--- src/rtl/wb_pkg.sv ---
// Shared types and constants for the writeback commit unit.
// Lane indices match the bit order of the EXE/WB lane buses.
package wb_pkg;

  localparam int NLANES   = 4;
  localparam int LANE_DIV = 0;
  localparam int LANE_MUL = 1;
  localparam int LANE_LD  = 2;
  localparam int LANE_ALU = 3;

  localparam int RD_W   = 4;
  localparam int NREG_C = 16;
  localparam int DATA_W = 32;

  typedef struct packed {
    logic [RD_W-1:0]   rd;
    logic [DATA_W-1:0] data;
  } wb_entry_t;

  function automatic logic [NREG_C-1:0] rd_onehot(input logic [RD_W-1:0] rd);
    rd_onehot = NREG_C'(1) << rd;
  endfunction

endpackage

--- src/rtl/wb_lane_fifo.sv ---
// Per-lane circular result buffer; exposes per-entry occupancy and Rd
// so the top can build the pending-destination mask.
module wb_lane_fifo
  import wb_pkg::*;
#(
  parameter int DEPTH = 2,
  localparam int AW = $clog2(DEPTH),
  localparam int CW = AW + 1
) (
  input  logic                       clk,
  input  logic                       rst,
  input  logic                       push_i,
  input  wb_entry_t                  push_entry_i,
  input  logic                       pop_i,
  output wb_entry_t                  head_o,
  output logic                       full_o,
  output logic                       empty_o,
  output logic [CW-1:0]              count_o,
  output logic [DEPTH-1:0]           ent_valid_o,
  output logic [DEPTH-1:0][RD_W-1:0] ent_rd_o
);

  logic [AW-1:0] wr_ptr_q, wr_ptr_d;
  logic [AW-1:0] rd_ptr_q, rd_ptr_d;
  logic [CW-1:0] count_q, count_d;
  wb_entry_t     mem_q [DEPTH];

  logic do_push;
  logic do_pop;
  logic [AW-1:0] offs;

  assign full_o  = (count_q == CW'(DEPTH));
  assign empty_o = (count_q == '0);
  assign count_o = count_q;
  assign head_o  = mem_q[rd_ptr_q];

  assign do_push = push_i & ~full_o;
  assign do_pop  = pop_i & ~empty_o;

  always_comb begin
    wr_ptr_d = wr_ptr_q;
    rd_ptr_d = rd_ptr_q;
    count_d  = count_q;
    if (do_push) wr_ptr_d = wr_ptr_q + AW'(1);
    if (do_pop)  rd_ptr_d = rd_ptr_q + AW'(1);
    case ({do_push, do_pop})
      2'b10:   count_d = count_q + CW'(1);
      2'b01:   count_d = count_q - CW'(1);
      default: count_d = count_q;
    endcase
  end

  always_ff @(posedge clk) begin
    if (rst) begin
      wr_ptr_q <= '0;
      rd_ptr_q <= '0;
      count_q  <= '0;
    end else begin
      wr_ptr_q <= wr_ptr_d;
      rd_ptr_q <= rd_ptr_d;
      count_q  <= count_d;
    end
  end

  // Storage needs no reset: occupancy is tracked solely by count_q.
  always_ff @(posedge clk) begin
    if (do_push) mem_q[wr_ptr_q] <= push_entry_i;
  end

  // Slot j is live when its distance from the read pointer is below count.
  always_comb begin
    offs        = '0;
    ent_valid_o = '0;
    ent_rd_o    = '0;
    for (int j = 0; j < DEPTH; j++) begin
      offs           = AW'(j) - rd_ptr_q;
      ent_valid_o[j] = ({1'b0, offs} < count_q);
      ent_rd_o[j]    = mem_q[j].rd;
    end
  end

endmodule

--- src/rtl/wb_commit_unit.sv ---
// Buffers the four EXE/WB lanes and drains them into the single register-file
// write port with round-robin arbitration; also exports pending destinations.
module wb_commit_unit
  import wb_pkg::*;
#(
  parameter int DEPTH = 2,
  parameter int NREG  = 16,
  parameter int DW    = 32,
  localparam int CW = $clog2(DEPTH) + 1
) (
  input  logic                        clk,
  input  logic                        rst,
  input  logic [NLANES-1:0]           lane_valid,
  input  logic [NLANES-1:0][RD_W-1:0] lane_rd,
  input  logic [NLANES-1:0][DW-1:0]   lane_data,
  output logic [NLANES-1:0]           lane_ready,
  output logic                        rf_we,
  output logic [RD_W-1:0]             rf_wa,
  output logic [DW-1:0]               rf_wd,
  output logic [NREG-1:0]             pending_mask,
  output logic                        busy
);

  wb_entry_t                  head       [NLANES];
  logic [CW-1:0]              lane_count [NLANES];
  logic [DEPTH-1:0]           ent_valid  [NLANES];
  logic [DEPTH-1:0][RD_W-1:0] ent_rd     [NLANES];
  logic [NLANES-1:0]          lane_full;
  logic [NLANES-1:0]          lane_empty;
  logic [NLANES-1:0]          req;
  logic [NLANES-1:0]          pop;

  logic [1:0]      rr_ptr_q, rr_ptr_d;
  logic            rf_we_q,  rf_we_d;
  logic [RD_W-1:0] rf_wa_q,  rf_wa_d;
  logic [DW-1:0]   rf_wd_q,  rf_wd_d;

  logic       gnt_valid;
  logic [1:0] gnt_idx;
  logic [1:0] scan_idx;

  for (genvar i = 0; i < NLANES; i++) begin : g_lane
    wb_lane_fifo #(.DEPTH(DEPTH)) u_fifo (
      .clk          (clk),
      .rst          (rst),
      .push_i       (lane_valid[i]),
      .push_entry_i ('{rd: lane_rd[i], data: lane_data[i]}),
      .pop_i        (pop[i]),
      .head_o       (head[i]),
      .full_o       (lane_full[i]),
      .empty_o      (lane_empty[i]),
      .count_o      (lane_count[i]),
      .ent_valid_o  (ent_valid[i]),
      .ent_rd_o     (ent_rd[i])
    );

    assign lane_ready[i] = ~lane_full[i];
    assign req[i]        = (lane_count[i] != '0);
    assign pop[i]        = gnt_valid && (gnt_idx == 2'(i));
  end

  // First requester at or after rr_ptr, wrapping modulo four.
  always_comb begin
    gnt_valid = 1'b0;
    gnt_idx   = rr_ptr_q;
    scan_idx  = '0;
    for (int k = 0; k < NLANES; k++) begin
      scan_idx = rr_ptr_q + 2'(k);
      if (!gnt_valid && req[scan_idx]) begin
        gnt_valid = 1'b1;
        gnt_idx   = scan_idx;
      end
    end
  end

  always_comb begin
    rr_ptr_d = rr_ptr_q;
    rf_we_d  = 1'b0;
    rf_wa_d  = rf_wa_q;
    rf_wd_d  = rf_wd_q;
    if (gnt_valid) begin
      rf_we_d  = 1'b1;
      rf_wa_d  = head[gnt_idx].rd;
      rf_wd_d  = head[gnt_idx].data;
      rr_ptr_d = gnt_idx + 2'd1;
    end
  end

  always_ff @(posedge clk) begin
    if (rst) begin
      rr_ptr_q <= '0;
      rf_we_q  <= 1'b0;
      rf_wa_q  <= '0;
      rf_wd_q  <= '0;
    end else begin
      rr_ptr_q <= rr_ptr_d;
      rf_we_q  <= rf_we_d;
      rf_wa_q  <= rf_wa_d;
      rf_wd_q  <= rf_wd_d;
    end
  end

  assign rf_we = rf_we_q;
  assign rf_wa = rf_wa_q;
  assign rf_wd = rf_wd_q;

  // Buffered entries plus the entry currently being written are all in flight.
  always_comb begin
    pending_mask = rf_we_q ? rd_onehot(rf_wa_q) : '0;
    for (int i = 0; i < NLANES; i++) begin
      for (int j = 0; j < DEPTH; j++) begin
        if (ent_valid[i][j]) pending_mask = pending_mask | rd_onehot(ent_rd[i][j]);
      end
    end
  end

  assign busy = (~&lane_empty) | rf_we_q;

endmodule
--- config.mk ---
export PLATFORM = sky130hd
export DESIGN_NAME = wb_commit_unit
export DESIGN_NICKNAME = d
export VERILOG_FILES = /design/src/rtl/wb_pkg.sv /design/src/rtl/wb_lane_fifo.sv /design/src/rtl/wb_commit_unit.sv
export SDC_FILE = /design/constraint.sdc
export NUM_CORES = 1
export LEC_CHECK = 0
export BUFFER_PORTS_ARGS = -buffer_cell sky130_fd_sc_hd__buf_2
export CAP_MARGIN = 0
export CORE_UTILIZATION = 55
export CTS_CLUSTER_SIZE = 40
export DETAILED_ROUTE_END_ITERATION = 8
export PLACE_DENSITY = 0.77
export RECOVER_POWER = 50
export SYNTH_ARGS = -nofsm -noshare
export SYNTH_HDL_FRONTEND = slang
export SYNTH_SLANG_ARGS = --single-unit
export TNS_END_PERCENT = 10
--- constraint.sdc ---
create_clock -name clk -period 4.4 [get_ports clk]
set_clock_uncertainty 0.1 [all_clocks]
set_input_delay 0.22 -clock clk [delete_from_list [all_inputs] [get_ports clk]]
set_output_delay 0.22 -clock clk [all_outputs]
set_load 0.05 [all_outputs]
==> results.sh <==
export IMPL_post_place_ws_ns=1.44
export IMPL_timing_setup_tns_ns=0
export IMPL_cp_end_kind="flop"
export IMPL_routed_wl_um=43200
export IMPL_period_needed_ns=3.27
export IMPL_nFillCells=1905
export IMPL_worst_slack_ns=1.13
export IMPL_post_route_period_util=0.744
export IMPL_cts_hold_buffers=144
export IMPL_finalHoldViolations=0
export IMPL_hold_end="g_lane[1].u_fifo.wr_ptr_q"
export IMPL_port_buffer_count=207
export IMPL_p_int_mw=8.31
export IMPL_cts_sinks=347
export IMPL_postRouteAntennaNets=0
export IMPL_slew_violations=37
export IMPL_globalRouteOverflowTotal=0
export IMPL_rsz0062_at_grt="no"
export IMPL_synth_area_um2=15100
export IMPL_antenna_found_initial=2
export IMPL_reg2reg_from="g_lane[3].u_fifo.count_o[0]"
export IMPL_io_pins=208
export IMPL_firstDrtPassIters=7
export IMPL_layout_drive_gt1_share=0.123
export IMPL_failed_checks="capacitance limit, slew limit"
export IMPL_combPwrFrac=0.432
export IMPL_rows=60
export IMPL_initial_core_util=0.559
export IMPL_slew_limit_headroom=-0.664
export IMPL_critical_path_class="reg -> reg"
export IMPL_crit_arrival_ns=3.24
export IMPL_cts_max_level=2
export IMPL_grt_max_degree=44
export IMPL_grt_pass1_wl_um=65100
export IMPL_cts_inserted_buffers=36
export IMPL_required_ns=4.37
export IMPL_root_buffer="clkbuf_16"
export IMPL_regToRegSetupSlack_ns=1.13
export IMPL_avgSynthCellArea_um2=14.0
export IMPL_drc=0
export IMPL_synthFlopType="edfxtp_1"
export IMPL_layout_nets=1576
export IMPL_clkPwrFrac=0.221
export IMPL_min_path_type="in -> reg"
export IMPL_dp_hpwl_um=26500
export IMPL_hold_depth=4
export IMPL_vias_per_cell=5.97
export IMPL_post_cts_resize_count=0
export IMPL_path_cells="nand2b_1, nand2_1, nor2_4, clkbuf_1"
export IMPL_r2r_cells=4
export IMPL_cap_violations=1
export IMPL_ir_drop_mv=0.530
export IMPL_p_leak_nw=6.46
export IMPL_track_usage=0.310
export IMPL_yosysWarnings=0
export IMPL_async_flop_share=0
export IMPL_wl_per_cell_um=24.2
export IMPL_synth_cells=1079
export IMPL_status="finished with violations"
export IMPL_dieArea_um2=28100
export IMPL_swShare=0.416
export IMPL_seq_power_share=0.348
export IMPL_path_max_fanout=36
export IMPL_cts_tree="done"
export IMPL_worst_r2r_endpoint="g_lane[3].u_fifo.mem_q[0][34]"
export IMPL_final_util=0.700
export IMPL_setup_violations=0
export IMPL_grt_pass1_vias=11200
export IMPL_clockBufferDepth=3
export IMPL_synth_seq_cells=347
export IMPL_syn_nets=1237
export IMPL_max_stage_delay_ns=1.76
export IMPL_p_switching_mw=5.91
export IMPL_syn2layout_area_growth_pct=25.1
export IMPL_synth_cell_types=61
export IMPL_clkLatencyLatePin_ns=0.52
export IMPL_core_um2=27000
export IMPL_multi_input_area_um2=4960
export IMPL_path_clk_slew_ns=0.06
export IMPL_startpoint="g_lane[3].u_fifo.count_o[0]"
export IMPL_synth_edf_count=288
export IMPL_synth_seq_area_share=0.652
export IMPL_power_per_cell_area_nw_per_um2=754
export IMPL_die_y_um=168
export IMPL_regArea_um2=9830
export IMPL_cp_slowest_cell="clkbuf_1"
export IMPL_min_from="lane_valid[1]"
export IMPL_startpoint_type="flop"
export IMPL_post_cts_buffers=0
export IMPL_fmax_mhz=305
export IMPL_tightest_slew_ns=2.50
export IMPL_die_width_um=168
export IMPL_gp_congestion=1.02
export IMPL_drt_iter0_drc=872
export IMPL_route_vias_total=10700
==> power by group through the flow <==
| stage | Combinational (mW) | Clock, mW | Sequential (mW) |
|---|---|---|---|
| finish | 6.14 | 3.14 | 4.94 |
| global route | 6.54 | 3.27 | 5.00 |
| CTS | 6.14 | 3.13 | 4.90 |
| detailed placement | 6.02 | 0 | 4.97 |
| global placement | 5.90 | 0 | 4.94 |
| floorplan | 4.40 | 0 | 5.10 |
==> logic make-up (layout without fill, tap and decap cells) <==
| family | Yosys count | count (layout) | share of synthesized area |
|---|---|---|---|
| simple gates | 295 | 295 | 0.107 |
| compound gates | 125 | 125 | 0.0593 |
| fa+ha+maj | 8 | 8 | 0.00664 |
| xor+xnor | 16 | 16 | 0.00929 |
| other cells | 0 | 2 | 0 |
| buf+inv | 72 | 439 | 0.0227 |
| mux | 216 | 216 | 0.143 |
| flops | 347 | 347 | 0.652 |
==> stage by stage <==
step | instances | cell area (um2) | total power [mW] | hold WS [ns]
after floorplan | 1079 | 15100 | 9.50 | 0.219
after global placement | 1577 | 16400 | 10.8 | 0.307
after detailed placement | 1577 | 16400 | 11.0 | 0.311
after CTS | 1787 | 19100 | 14.2 | 0.0265
after global routing | 1789 | 18900 | 14.8 | 0.0705
final | 1789 | 18900 | 14.2 | 0.0346
==> placed cells by master, fill, tap and decap left out, drive strengths merged, types with 6 or more instances in the layout <==
cell type	count
a21oi	19
a22oi	8
a31oi	8
and3	6
buf	57
clkbuf	209
clkinv	15
dfxtp	59
dlygate4sd3	144
edfxtp	288
ha	8
inv	10
mux2i	216
nand2	34
nand2b	16
nand3	15
nand3b	7
nor2	95
nor2b	22
nor3	66
nor3b	9
o21ai	11
o22ai	49
or3	10
xnor2	8
xor2	8
==> flip-flops by register name (all words and copies together) (netlist names), named ones only <==
register                cells
g_lane.u_fifo.mem_q       288
rf_we                       1
g_lane.u_fifo.wr_ptr_q      4
rf_wa                       4
g_lane.u_fifo.count_o       8
rf_wd                      32
g_lane.u_fifo.rd_ptr_q      4
rr_ptr_q                    2
==> synthesized netlist by cell type (5+ instances only) <==
cell / number / share of area
xor2_1: 8 / 0.0046
nand3b_1: 7 / 0.0035
nand3_1: 15 / 0.0050
a22oi_1: 8 / 0.0040
and3_1: 6 / 0.0025
a31oi_1: 8 / 0.0033
buf_6: 5 / 0.0037
nor3_2: 25 / 0.017
o22ai_2: 9 / 0.0075
a21oi_1: 19 / 0.0063
ha_1: 8 / 0.0066
nand2_1: 32 / 0.0080
o22ai_1: 40 / 0.017
mux2i_1: 216 / 0.14
or3_1: 10 / 0.0041
nor2b_1: 22 / 0.0091
buf_2: 15 / 0.0050
nand2b_1: 15 / 0.0062
xnor2_1: 8 / 0.0046
clkbuf_1: 35 / 0.0087
nor3_1: 41 / 0.014
edfxtp_1: 288 / 0.57
inv_1: 9 / 0.0022
o21ai_0: 9 / 0.0030
dfxtp_1: 59 / 0.078
nor3b_1: 9 / 0.0045
nor2_1: 92 / 0.023
==> area by class of cell <==
type,instances,share of cell area
flip-flops and latches,347,0.521
diodes,2,0.000265
clock buffers,47,0.0532
inverters,10,0.00199
multi-input cells,660,0.263
well taps,341,0.0226
repair buffers,363,0.126
clock inverters,19,0.0121
==> per-layer routing <==
layer / up-vias / GRT usage / routed length, um
met2: 496 / 0.557 / 22300
li1: 4799 / - / -
met5: - / 0 / 0
met1: 5277 / 0.370 / 16500
met3: 113 / 0.0470 / 2720
met4: 0 / 0.135 / 1720
==> worst max-delay path: cells and delay by family, from the launching register on <==
kind          cells  cell delay, ns
flops             1            0.45
buf+inv           1            1.76
simple gates      3            0.47
==> worst max path at each step <==
stage / endpoint / slack [ns] / cells after the start
floorplan: g_lane[0].u_fifo.mem_q[0][0] / 1.19 / 4
detailed placement: g_lane[1].u_fifo.count_o[1] / 1.44 / 9
global placement: g_lane[0].u_fifo.count_o[1] / 1.51 / 9
finish: g_lane[3].u_fifo.mem_q[0][34] / 1.13 / 4
global route: g_lane[3].u_fifo.mem_q[0][35] / 0.96 / 4
CTS: g_lane[0].u_fifo.count_o[1] / 1.43 / 9
No activity file was read; power rests on OpenSTA's default activity.
